File: src/rtl/mem_arbiter.sv
// rtl/mem_arbiter.sv - IFU/LSU arbiter for the single shared memory port
//
// Purpose: grants the shared memory port to the instruction fetch unit
// (read-only) or the load/store unit (read/write), one transaction at a
// time. LSU has fixed priority; a starvation counter forces an IFU grant
// after STARVE_LIMIT consecutive LSU grants while the IFU was waiting.
//
// Ports:
//   clk, rst              clock, synchronous active-high reset
//   ifu_req_*             IFU request (valid/ready, addr)
//   ifu_resp_valid/rdata  IFU response pulse and data
//   lsu_req_*             LSU request (valid/ready, addr, wen, wdata, wmask)
//   lsu_resp_valid/rdata  LSU response pulse and data
//   mem_req_*             request to memory (valid/ready, latched fields)
//   mem_resp_valid/rdata  memory response (read data or write ack)

module mem_arbiter #(
  parameter int ADDR_W       = 64,
  parameter int DATA_W       = 64,
  parameter int STARVE_LIMIT = 4
) (
  input  logic                clk,
  input  logic                rst,
  input  logic                ifu_req_valid,
  output logic                ifu_req_ready,
  input  logic [ADDR_W-1:0]   ifu_addr,
  output logic                ifu_resp_valid,
  output logic [DATA_W-1:0]   ifu_rdata,
  input  logic                lsu_req_valid,
  output logic                lsu_req_ready,
  input  logic [ADDR_W-1:0]   lsu_addr,
  input  logic                lsu_wen,
  input  logic [DATA_W-1:0]   lsu_wdata,
  input  logic [DATA_W/8-1:0] lsu_wmask,
  output logic                lsu_resp_valid,
  output logic [DATA_W-1:0]   lsu_rdata,
  output logic                mem_req_valid,
  input  logic                mem_req_ready,
  output logic [ADDR_W-1:0]   mem_addr,
  output logic                mem_wen,
  output logic [DATA_W-1:0]   mem_wdata,
  output logic [DATA_W/8-1:0] mem_wmask,
  input  logic                mem_resp_valid,
  input  logic [DATA_W-1:0]   mem_rdata
);

  localparam int         MASK_W = DATA_W / 8;
  localparam logic [3:0] LIMIT  = 4'(STARVE_LIMIT);

  typedef enum logic [1:0] {IDLE, REQ, RESP} state_t;

  state_t              state, state_nxt;
  logic                owner;          // 0 = IFU, 1 = LSU
  logic [ADDR_W-1:0]   addr_q;
  logic                wen_q;
  logic [DATA_W-1:0]   wdata_q;
  logic [MASK_W-1:0]   wmask_q;
  logic [3:0]          starve_cnt;

  logic force_ifu, grant_lsu, grant_ifu;

  // Grant is only offered in IDLE; a ready implies the matching valid,
  // so a grant is also the handshake.
  always_comb begin
    force_ifu = ifu_req_valid && (starve_cnt == LIMIT);
    grant_lsu = (state == IDLE) && lsu_req_valid && !force_ifu;
    grant_ifu = (state == IDLE) && ifu_req_valid && !grant_lsu;
  end

  // State register
  always_ff @(posedge clk) begin
    if (rst) state <= IDLE;
    else     state <= state_nxt;
  end

  // Next-state logic
  always_comb begin
    state_nxt = state;
    case (state)
      IDLE:    if (grant_lsu || grant_ifu) state_nxt = REQ;
      REQ:     if (mem_req_ready)          state_nxt = RESP;
      RESP:    if (mem_resp_valid)         state_nxt = IDLE;
      default: state_nxt = IDLE;
    endcase
  end

  // Outputs; memory fields are driven only while the request is presented
  // so the port reads all-zero whenever the arbiter is idle.
  always_comb begin
    ifu_req_ready  = grant_ifu;
    lsu_req_ready  = grant_lsu;
    mem_req_valid  = (state == REQ);
    mem_addr       = (state == REQ) ? addr_q  : '0;
    mem_wen        = (state == REQ) ? wen_q   : 1'b0;
    mem_wdata      = (state == REQ) ? wdata_q : '0;
    mem_wmask      = (state == REQ) ? wmask_q : '0;
    ifu_resp_valid = (state == RESP) && mem_resp_valid && !owner;
    lsu_resp_valid = (state == RESP) && mem_resp_valid &&  owner;
    ifu_rdata      = ifu_resp_valid ? mem_rdata : '0;
    lsu_rdata      = lsu_resp_valid ? mem_rdata : '0;
  end

  // Request latch and starvation counter
  always_ff @(posedge clk) begin
    if (rst) begin
      owner      <= 1'b0;
      addr_q     <= '0;
      wen_q      <= 1'b0;
      wdata_q    <= '0;
      wmask_q    <= '0;
      starve_cnt <= '0;
    end else if (grant_lsu) begin
      owner   <= 1'b1;
      addr_q  <= lsu_addr;
      wen_q   <= lsu_wen;
      wdata_q <= lsu_wdata;
      wmask_q <= lsu_wmask;
      // Count only LSU wins that actually made the IFU wait.
      if (!ifu_req_valid)       starve_cnt <= '0;
      else if (starve_cnt < LIMIT) starve_cnt <= starve_cnt + 4'd1;
    end else if (grant_ifu) begin
      owner      <= 1'b0;
      addr_q     <= ifu_addr;
      wen_q      <= 1'b0;
      wdata_q    <= '0;
      wmask_q    <= '0;
      starve_cnt <= '0;
    end
  end

endmodule
File: config.mk
export PLATFORM = sky130hd
export DESIGN_NAME = mem_arbiter
export DESIGN_NICKNAME = d
export VERILOG_FILES = /design/src/rtl/mem_arbiter.sv
export SDC_FILE = /design/constraint.sdc
export NUM_CORES = 1
export LEC_CHECK = 0
export ABC_CLOCK_PERIOD_IN_PS = 1720
export CAP_MARGIN = 20
export CORE_AREA = 4 4 210 212
export CTS_BUF_LIST = sky130_fd_sc_hd__clkbuf_4 sky130_fd_sc_hd__clkbuf_8
export CTS_CLUSTER_DIAMETER = 50
export DETAILED_ROUTE_END_ITERATION = 7
export DIE_AREA = 0 0 214 216
export GPL_TIMING_DRIVEN = 0
export PLACE_DENSITY_LB_ADDON = 0.25
export SLEW_MARGIN = 20
export SYNTH_ARGS = -nofsm -noshare
export SYNTH_HDL_FRONTEND = slang
export SYNTH_SLANG_ARGS = --single-unit
File: constraint.sdc
create_clock -name clk -period 1.72 [get_ports clk]
set_clock_uncertainty 0.15 [all_clocks]
set_input_delay 0.172 -clock clk [delete_from_list [all_inputs] [get_ports clk]]
set_output_delay 0.172 -clock clk [all_outputs]
set_load 0.005 [all_outputs]
==> results of run 1 <==
==> worst min path at each step <==
| stage | start | endpoint | slack [ns] | depth (start not counted) |
|---|---|---|---|---|
| finish | ifu_req_valid | starve_cnt[3] | 0.08 | 5 |
| CTS | ifu_req_valid | starve_cnt[2] | 0.005 | 4 |
| global placement | wdata_q[56] | wdata_q[56] | 0.32 | 2 |
| detailed placement | wdata_q[57] | wdata_q[57] | 0.33 | 2 |
| global route | ifu_addr[52] | addr_q[52] | 0.05 | 3 |
| floorplan | mem_req_ready | state[0] | 0.14 | 1 |
==> synth_stat cells (3+ instances only) <==
cell	n	area (µm²)
a21oi_1	69	345.3
nor2_1	143	536.8
a211oi_2	19	237.7
nor3_1	3	15.01
and2_1	266	1664
buf_4	8	60.06
clkbuf_2	10	50.05
a22oi_1	73	548.0
inv_1	4	15.01
clkbuf_1	38	142.6
nand2_1	68	255.2
a211oi_1	45	337.8
dfxtp_1	144	2883
buf_2	34	170.2
==> metrics by stage <==
stage               area, µm²  utilization
floorplan                7420            -
finish                  18200       0.4339
detailed placement      13470       0.3211
global placement        13470       0.3211
global route            18200       0.4338
CTS                     15640       0.3727
==> layout by cell type (no fill, tap or decap), drive strengths merged, types with 3 or more instances in the layout <==
| cell type | instances |
|---|---|
| buf | 451 |
| clkdlybuf4s50 | 267 |
| and2 | 266 |
| nor2 | 144 |
| dfxtp | 144 |
| a22oi | 73 |
| clkbuf | 73 |
| a21oi | 69 |
| nand2 | 68 |
| a211oi | 64 |
| diode | 13 |
| clkdlybuf4s15 | 9 |
| clkinv | 6 |
| inv | 6 |
| bufinv | 4 |
| nor3 | 3 |
==> registers in the layout (all words and copies together) (netlist names) <==
| register | count |
|---|---|
| wdata_q | 64 |
| addr_q | 64 |
| starve_cnt | 4 |
| wmask_q | 8 |
| owner | 1 |
| wen_q | 1 |
| state | 2 |
==> cell type report <==
cell class	instances	area [µm²]
clock inverters	13	185.2
clock buffers	19	261.5
repair buffers	699	7584
plain buffers	84	1120
well taps	539	674.4
diodes	13	32.53
fillers	4145	23750
inverters	5	21.27
multi-input cells	705	5430
flip-flops and latches	144	2893
==> repair_timing <==
action	CTS	global route
resized for setup	1546	544
hold endpoints to repair	4	0
buffers inserted	92	53
pin swaps	113	146
cloned	16	17
setup endpoints to repair	409	411
hold buffers	2	0
==> metal layers <==
layer,part of all wire,track usage,up-vias
li1,-,-,4595
met1,0.35,0.1874,4670
met2,0.55,0.3553,382
met3,0.068,0.06695,74
met4,0.038,0.08126,6
met5,0.00076,0,-
==> report_power, final <==
group | internal, mW | leakage, nW | switching (mW)
clock | 1.66 | 0.222 | 1.51
sequential | 3.61 | 1.19 | 0.184
combinational | 2.42 | 6.26 | 1.62
total | 7.69 | 7.67 | 3.32
==> critical path: stages (launching register included) <==
cell and delay, ns:
dfxtp_4 0.37, nor2b_4 0.14, buf_12 0.13, buf_16 0.15
clkbuf_16 0.15, buf_8 0.11, buf_6 0.11, buf_6 0.11
and2_4 0.15, buf_6 0.11
==> cells by family after synthesis <==
logic type / after synthesis / synth area share
AOI/OAI and AO/OA: 212 / 0.2032
adders and majority gates: 2 / 0.003372
buffers and inverters: 96 / 0.06003
DFF: 144 / 0.3885
muxes: 1 / 0.001349
and+or+nand+nor: 490 / 0.3435
==> impl_metrics.toml, run 1 <==
[yosys]
synth_area_mm2 = 0.007420
syn_avg_cell_area_um2 = 7.851
async_reset_ff_frac = 0
synth_edf_count = 0
yosysWarnings = 0
ys_types = 31
ys.flop_type = "dfxtp_1"
ys_ff_latch = 144
syn_inst = 945
syn_nets = 1218
synth-seq-area-share = 0.3885

[timing]
layout_min_cycle_time_ns = 2.348
tightest_slew_ns = 0.8281
fmax_mhz = 426.0
whs_ns = 0.08419
finalSetupTns_ns = -148.72
finalCritPeriodShare = 1.365
relSlewSlack = 0.4479
setup_violations = 403
setup_slack_ns = -0.6277
rsz0062_at_grt = "yes"
final_hold_viol_count = 0
slew_viol_final = 0

[setup_path]
criticalPathCategory = "reg -> out"
r2r_setup_slack_ns = -0.34
critPathCaptureType = "primary output"
required_ns = 1.40
critPathLaunch = "state[0]"
crit_fanout = 6
cp-endpoint = "mem_wdata[40]"
rr_startpoint = "starve_cnt[0]"
r2r_end = "addr_q[56]"
cp-start-kind = "register"
crit_arrival_ns = 2.03
reg2reg_depth = 12

[status]
status = "finished, violations left"
failed_checks = "negative setup slack"

[route]
routedWlPerCell_um = 21.85
num_vias = 9727
drc = 0
firstDrtPassIters = 5
postRouteAntennaNets = 0
viasPerCell = 4.380
routed_wirelength_um = 48540
drt_iter0_drc = 374

[global_routing]
track_usage = 0.1887
antenna_found_initial = 18
grt_pass1_vias = 9870
grt_remaining_overflow = 0
grt_max_degree = 17
grt_pass1_wl_um = 65410

[cts]
cts-root-buf = "clkbuf_8"
cts.htree.levels = 4
cts_sinks = 144
cts_tree = "yes"
clk-insertion-delay-late_ns = 0.48
clockBufferDepth = 2
cts_made_buffers = 17
clk_pin_slew_ns = 0.09

[finish]
drive_gt1_frac = 0.5512
syn2layout_area_growth_pct = 145.3
final_cells = 2221
nNetsFinal = 1929

[place]
place_inst = 2021
portBuffers = 537
dp_hpwl_um = 34240
pre_cts_ws_ns = -1.072
place.gp.congestion = 0.8557

[die]
ios = 541
die_w_um = 214
rows = 75
dieArea_mm2 = 0.04622
dieHeight_um = 216
initial_core_util = 0.1769
core_mm2 = 0.04195

[pwr]
ir_drop_v = 0.0004303
leakage_nw = 7.671
p_per_area_mw_per_mm2 = 604.6
total_power_mw = 11.01

[flow_run]
cap_viol_max_count = 0

[hold_path]
min_path_type = "in -> reg"
No activity file was read; power rests on OpenSTA's default activity.
==> inputs of run 2 (changes only) <==
--- a/config.mk
+++ b/config.mk
@@ -14,6 +14,7 @@
 export DIE_AREA = 0 0 214 216
 export GPL_TIMING_DRIVEN = 0
 export PLACE_DENSITY_LB_ADDON = 0.25
+export SKIP_LAST_GASP = 1
 export SLEW_MARGIN = 20
 export SYNTH_ARGS = -nofsm -noshare
 export SYNTH_HDL_FRONTEND = slang
==> run 2 against run 1 <==
The flow still finishes with violations (negative setup slack). Fmax rose by 0.33%. Routed wire length down 0.47%. Combinational power hardly changed. First-iteration DRC count shrank 0.53%. Critical path depth stayed put. Cell count hardly changed. Via count is 0.29% higher. Die area unchanged. Sequential power barely moved. Critical endpoint unchanged. Largest power group unchanged.
==> impl_metrics.toml, run 2 (synthesis results as in run 1) <==
[route]
drt_iter0_drc = 372
routed_wirelength_um = 48310
postRouteAntennaNets = 0
routedWlPerCell_um = 21.77
viasPerCell = 4.396
firstDrtPassIters = 4
drc = 0
num_vias = 9755

[cts]
clk_pin_slew_ns = 0.10
cts_sinks = 144
clk-insertion-delay-late_ns = 0.49
cts.htree.levels = 4
clockBufferDepth = 2
cts_made_buffers = 17
cts_tree = "yes"
cts-root-buf = "clkbuf_8"

[finish]
syn2layout_area_growth_pct = 145.8
layout_commonest_cell = "buf_6"
largestRegisters = "addr_q: 64 flops, wdata_q: 64 flops, wmask_q: 8 flops"
mostFrequentLayoutCells = "buf_6, clkdlybuf4s50_1, and2_4, nor2_1, dfxtp_1"
nNetsFinal = 1928
seq_area_mm2 = 0.002893
drive_gt1_frac = 0.5612
n_fill_cell = 4141
multi_input_comb_area_mm2 = 0.005426

[pwr]
p_switching_mw = 3.305
p_int_mw = 7.706
ir_drop_v = 0.0004420
seqPwrFrac = 0.344
netSwitchingFraction = 0.3002
power_frac_comb = 0.368
p_per_area_mw_per_mm2 = 603.8
leakage_nw = 7.705
total_power_mw = 11.01
p_clk_frac = 0.288

[setup_path]
crit_fanout = 6
crit_path_top_delay_cell = "dfxtp_4"
required_ns = 1.40
criticalPathCategory = "reg -> out"
crit_family = "buffers and inverters"
critPathLaunch = "state[0]"
rr_startpoint = "starve_cnt[1]"
max_stage_delay_ns = 0.37
path_common_cell = "buf_6"
cp-start-kind = "register"
crit_chain = "nor2b_4 > buf_12 > buf_16 > clkbuf_16 > buf_8 > buf_6 > buf_6 > and2_4 > buf_6"
critPathCaptureType = "primary output"
crit_arrival_ns = 2.02
path_buf_inv = 7

[timing]
final_hold_viol_count = 0
relSlewSlack = 0.4528
rsz0062_at_grt = "yes"
whs_ns = 0.08105
setup_slack_ns = -0.6200
tightest_slew_ns = 0.8209
layout_min_cycle_time_ns = 2.340
finalCritPeriodShare = 1.360
fmax_mhz = 427.4
slew_viol_final = 0
setup_violations = 410

[die]
rows = 75
initial_core_util = 0.1769
dieArea_mm2 = 0.04622
die_w_um = 214
ios = 541
core_mm2 = 0.04195
dieHeight_um = 216

[global_routing]
grt_pass1_wl_um = 65290
grt_pass1_vias = 9841
grt_remaining_overflow = 0
track_usage = 0.1883
antenna_found_initial = 17
grt_max_degree = 17

[place]
dp_hpwl_um = 34240
place.gp.congestion = 0.8557
portBuffers = 537
pre_cts_ws_ns = -1.072

[status]
failed_checks = "negative setup slack"
status = "finished, violations left"

[flow_run]
cap_viol_max_count = 0

[hold_path]
min_path_type = "in -> reg"
hp-start = "ifu_addr[55]"
run 2: layout make-up:
class	count	area share
Multi-Input combinational cell	705	0.2976
Tap cell	539	0.03698
Antenna cell	12	0.001647
Clock inverter	13	0.01016
Timing Repair Buffer	700	0.4218
Clock buffer	19	0.01434
Inverter	5	0.001166
Sequential cell	144	0.1586
Buffer	82	0.05771
run 2: per-stage QoR:
step / utilization / TNS [ns] / instance area [µm²] / instances
6_report: 0.4347 / -150.41 / 18240 / 2219
5_1_grt: 0.4346 / -187.29 / 18230 / 2217
4_1_cts: 0.3693 / -187.82 / 15490 / 2163
3_5_place_dp: 0.3211 / -268.05 / 13470 / 2021
3_3_place_gp: 0.3211 / -268.86 / 13470 / 2021
2_1_floorplan: - / 0 / 7420 / 945
run 2: path summary, 6_finish.rpt:
check,cells past startpoint,to,slack (ns)
hold / removal,3,addr_q[55],0.08
setup / recovery,9,mem_wdata[40],-0.62
setup reg to reg,12,addr_q[58],-0.33
hold reg to reg,1,state[0],0.35
run 2: power groups by stage:
stage	Clock (mW)	Combinational, mW	Sequential (mW)
2_1_floorplan	0	1.03	3.77
3_3_place_gp	0	2.41	3.80
3_5_place_dp	0	2.41	3.81
4_1_cts	3.29	3.03	3.75
5_1_grt	3.41	4.30	3.82
6_report	3.17	4.05	3.79
run 2: what timing repair did:
| action | in CTS | in global routing |
|---|---|---|
| gates cloned | 16 | 18 |
| hold endpoints to repair | 4 | 0 |
| setup buffers | 92 | 51 |
| pin swaps | 112 | 168 |
| hold buffers | 2 | 0 |
| resized for setup | 1497 | 627 |
| setup endpoints to repair | 409 | 411 |
run 2: worst register-to-register path, cell delays in order, from the launching register on:
cell and delay, ns:
dfxtp_2 0.34, inv_2 0.07, ha_4 0.15, nand4b_4 0.12
nand3_4 0.14, inv_4 0.06, buf_12 0.14, buf_6 0.11
buf_6 0.11, clkbuf_16 0.16, clkbuf_16 0.17, a21oi_1 0.14
a211oi_2 0.08
run 2: metal layers:
metal	share of wire	global-route usage
met1	0.35	0.1869
met2	0.55	0.3547
met3	0.070	0.06667
met4	0.036	0.08126
met5	0.00077	0
==> inputs of run 3 (changes only) <==
--- a/config.mk
+++ b/config.mk
@@ -12,8 +12,10 @@
 export CTS_CLUSTER_DIAMETER = 50
 export DETAILED_ROUTE_END_ITERATION = 7
 export DIE_AREA = 0 0 214 216
+export GPL_ROUTABILITY_DRIVEN = 0
 export GPL_TIMING_DRIVEN = 0
 export PLACE_DENSITY_LB_ADDON = 0.25
+export SKIP_CTS_REPAIR_TIMING = 1
 export SKIP_LAST_GASP = 1
 export SLEW_MARGIN = 20
 export SYNTH_ARGS = -nofsm -noshare
==> constraint.sdc (replaced) <==
create_clock -name clk -period 1.72 [get_ports clk]
set_clock_uncertainty 0.15 [all_clocks]
set_input_delay 0.344 -clock clk [delete_from_list [all_inputs] [get_ports clk]]
set_output_delay 0.344 -clock clk [all_outputs]
set_load 0.005 [all_outputs]
==> run 3 against run 2 <==
The flow still finishes with violations (negative setup slack). First-iteration DRC count is 7.3% higher. Via count is 5.8% lower. Total power is 11% lower. Sequential share of layout area is 2.8 points higher. Register-to-register slack better by 0.03 ns. Cell count is 4.1% lower. Die area stayed put. Sequential power hardly changed. Core utilization is 6.5 points lower. Highest routed layer unchanged.
==> impl_metrics.toml, run 3 (synthesis results as in run 1) <==
[status]
status = "finished, violations left"
failed_checks = "negative setup slack"

[die]
dieHeight_um = 216
dieArea_mm2 = 0.04622
core_mm2 = 0.04195
rows = 75
ios = 541
die_w_um = 214
initial_core_util = 0.1769

[pwr]
p_per_area_mw_per_mm2 = 634.2
leakage_nw = 7.796
total_power_mw = 9.847
ir_drop_v = 0.0004391

[setup_path]
path_common_cell = "buf_4"
critical_path_depth = 8
reg2reg_depth = 7
crit_arrival_ns = 2.10
crit_path_top_delay_cell = "dfxtp_4"
path_buf_inv = 5
crit_fanout = 10
critPathCaptureType = "primary output"
required_ns = 1.23
crit_chain = "nor2b_4 > and3_4 > buf_4 > buf_12 > buf_4 > buf_6 > and2_1 > dlymetal6s2s_1"
criticalPathCategory = "reg -> out"
crit_family = "buffers and inverters"
cp-start-kind = "register"
max_stage_delay_ns = 0.39

[cts]
clk-insertion-delay-late_ns = 0.48
cts-root-buf = "clkbuf_8"
clk_pin_slew_ns = 0.09
cts_made_buffers = 17
cts_tree = "yes"
cts_sinks = 144
clockBufferDepth = 2
cts.htree.levels = 4

[timing]
finalCritPeriodShare = 1.506
whs_ns = 0.06772
final_hold_viol_count = 0
rsz0062_at_grt = "yes"
tightest_slew_ns = 0.8182
slew_viol_final = 0
setup_slack_ns = -0.8695
setup_violations = 405
relSlewSlack = 0.4546
layout_min_cycle_time_ns = 2.589
fmax_mhz = 386.2

[route]
wl_met3_um = 3211
viasPerCell = 4.318
postRouteAntennaNets = 0
wl_met1_um = 15900
drc = 0
routed_wirelength_um = 44260
num_vias = 9194
met2_length_um = 24000
top_layer = "met5"
routedWlPerCell_um = 20.79
drt_iter0_drc = 399
firstDrtPassIters = 5

[place]
portBuffers = 537
dp_hpwl_um = 34240
pre_cts_ws_ns = -1.244
place_inst = 2021

[global_routing]
track_usage = 0.1744
grt_pass1_wl_um = 60380
grt_remaining_overflow = 0
grt_pass1_vias = 9092
antenna_found_initial = 13
grt_max_degree = 17

[finish]
nNetsFinal = 1846
syn2layout_area_growth_pct = 109.3
layout_commonest_cell = "clkdlybuf4s50_1"
drive_gt1_frac = 0.3102
final_core_util = 0.3701
largestRegisters = "addr_q: 64 flops, wdata_q: 64 flops, wmask_q: 8 flops"
final_cells = 2129
mostFrequentLayoutCells = "clkdlybuf4s50_1, and2_1, nor2_1, buf_6, dfxtp_1"

[hold_path]
min_path_type = "in -> reg"
holdPathStages = 3

[flow_run]
cap_viol_max_count = 0
[run 3: cell types whose count changed in the layout (fill, tap and decap cells not counted), moves of 70 or more]
| cell | delta |
|---|---|
| and2_4 | -122 |
| a22oi_2 | -70 |
| buf_6 | -187 |
| and2_1 | +122 |
| dlymetal6s2s_1 | +77 |
| a22oi_1 | +70 |
[run 3: final cells by class]
cell class	count	area, µm²
repair buffers	609	6290
clock buffers	19	261.5
diodes	4	10.01
multi-input cells	705	4446
clock inverters	13	185.2
plain buffers	91	743.2
well taps	539	674.4
fillers	4380	26420
flip-flops and latches	144	2893
inverters	5	23.77
[run 3: stage by stage]
stage / TNS [ns] / area [µm²]
CTS: -442.56 / 13920
detailed placement: -351.70 / 13470
floorplan: 0 / 7420
global route: -273.50 / 15530
finish: -219.05 / 15530
global placement: -353.65 / 13470
[run 3: report_power, final]
part	total (mW)	internal (mW)	switching (mW)
registers	3.76	3.61	0.150
clock network	3.15	1.66	1.49
logic	2.94	1.69	1.25
total	9.85	6.96	2.89
[run 3: worst register-to-register path, delay by kind of cell, from the launching register on]
| kind | cells | cell delay, ns |
|---|---|---|
| and+or+nand+nor | 3 | 0.52 |
| AOI/OAI and AO/OA | 1 | 0.23 |
| buffers and inverters | 3 | 0.65 |
| DFF | 1 | 0.38 |
[run 3: path summary, 6_finish.rpt]
path	start	end	slack (ns)
max reg2reg	state[1]	addr_q[39]	-0.30
max	state[1]	lsu_rdata[9]	-0.87
min	lsu_req_valid	starve_cnt[0]	0.07
min reg2reg	state[1]	state[0]	0.35
[run 3: layer usage]
layer / GRT usage / vias to the layer above
met5: 0 / -
met4: 0.06159 / 6
met3: 0.06399 / 62
met2: 0.3266 / 375
met1: 0.1788 / 4348
li1: - / 4403
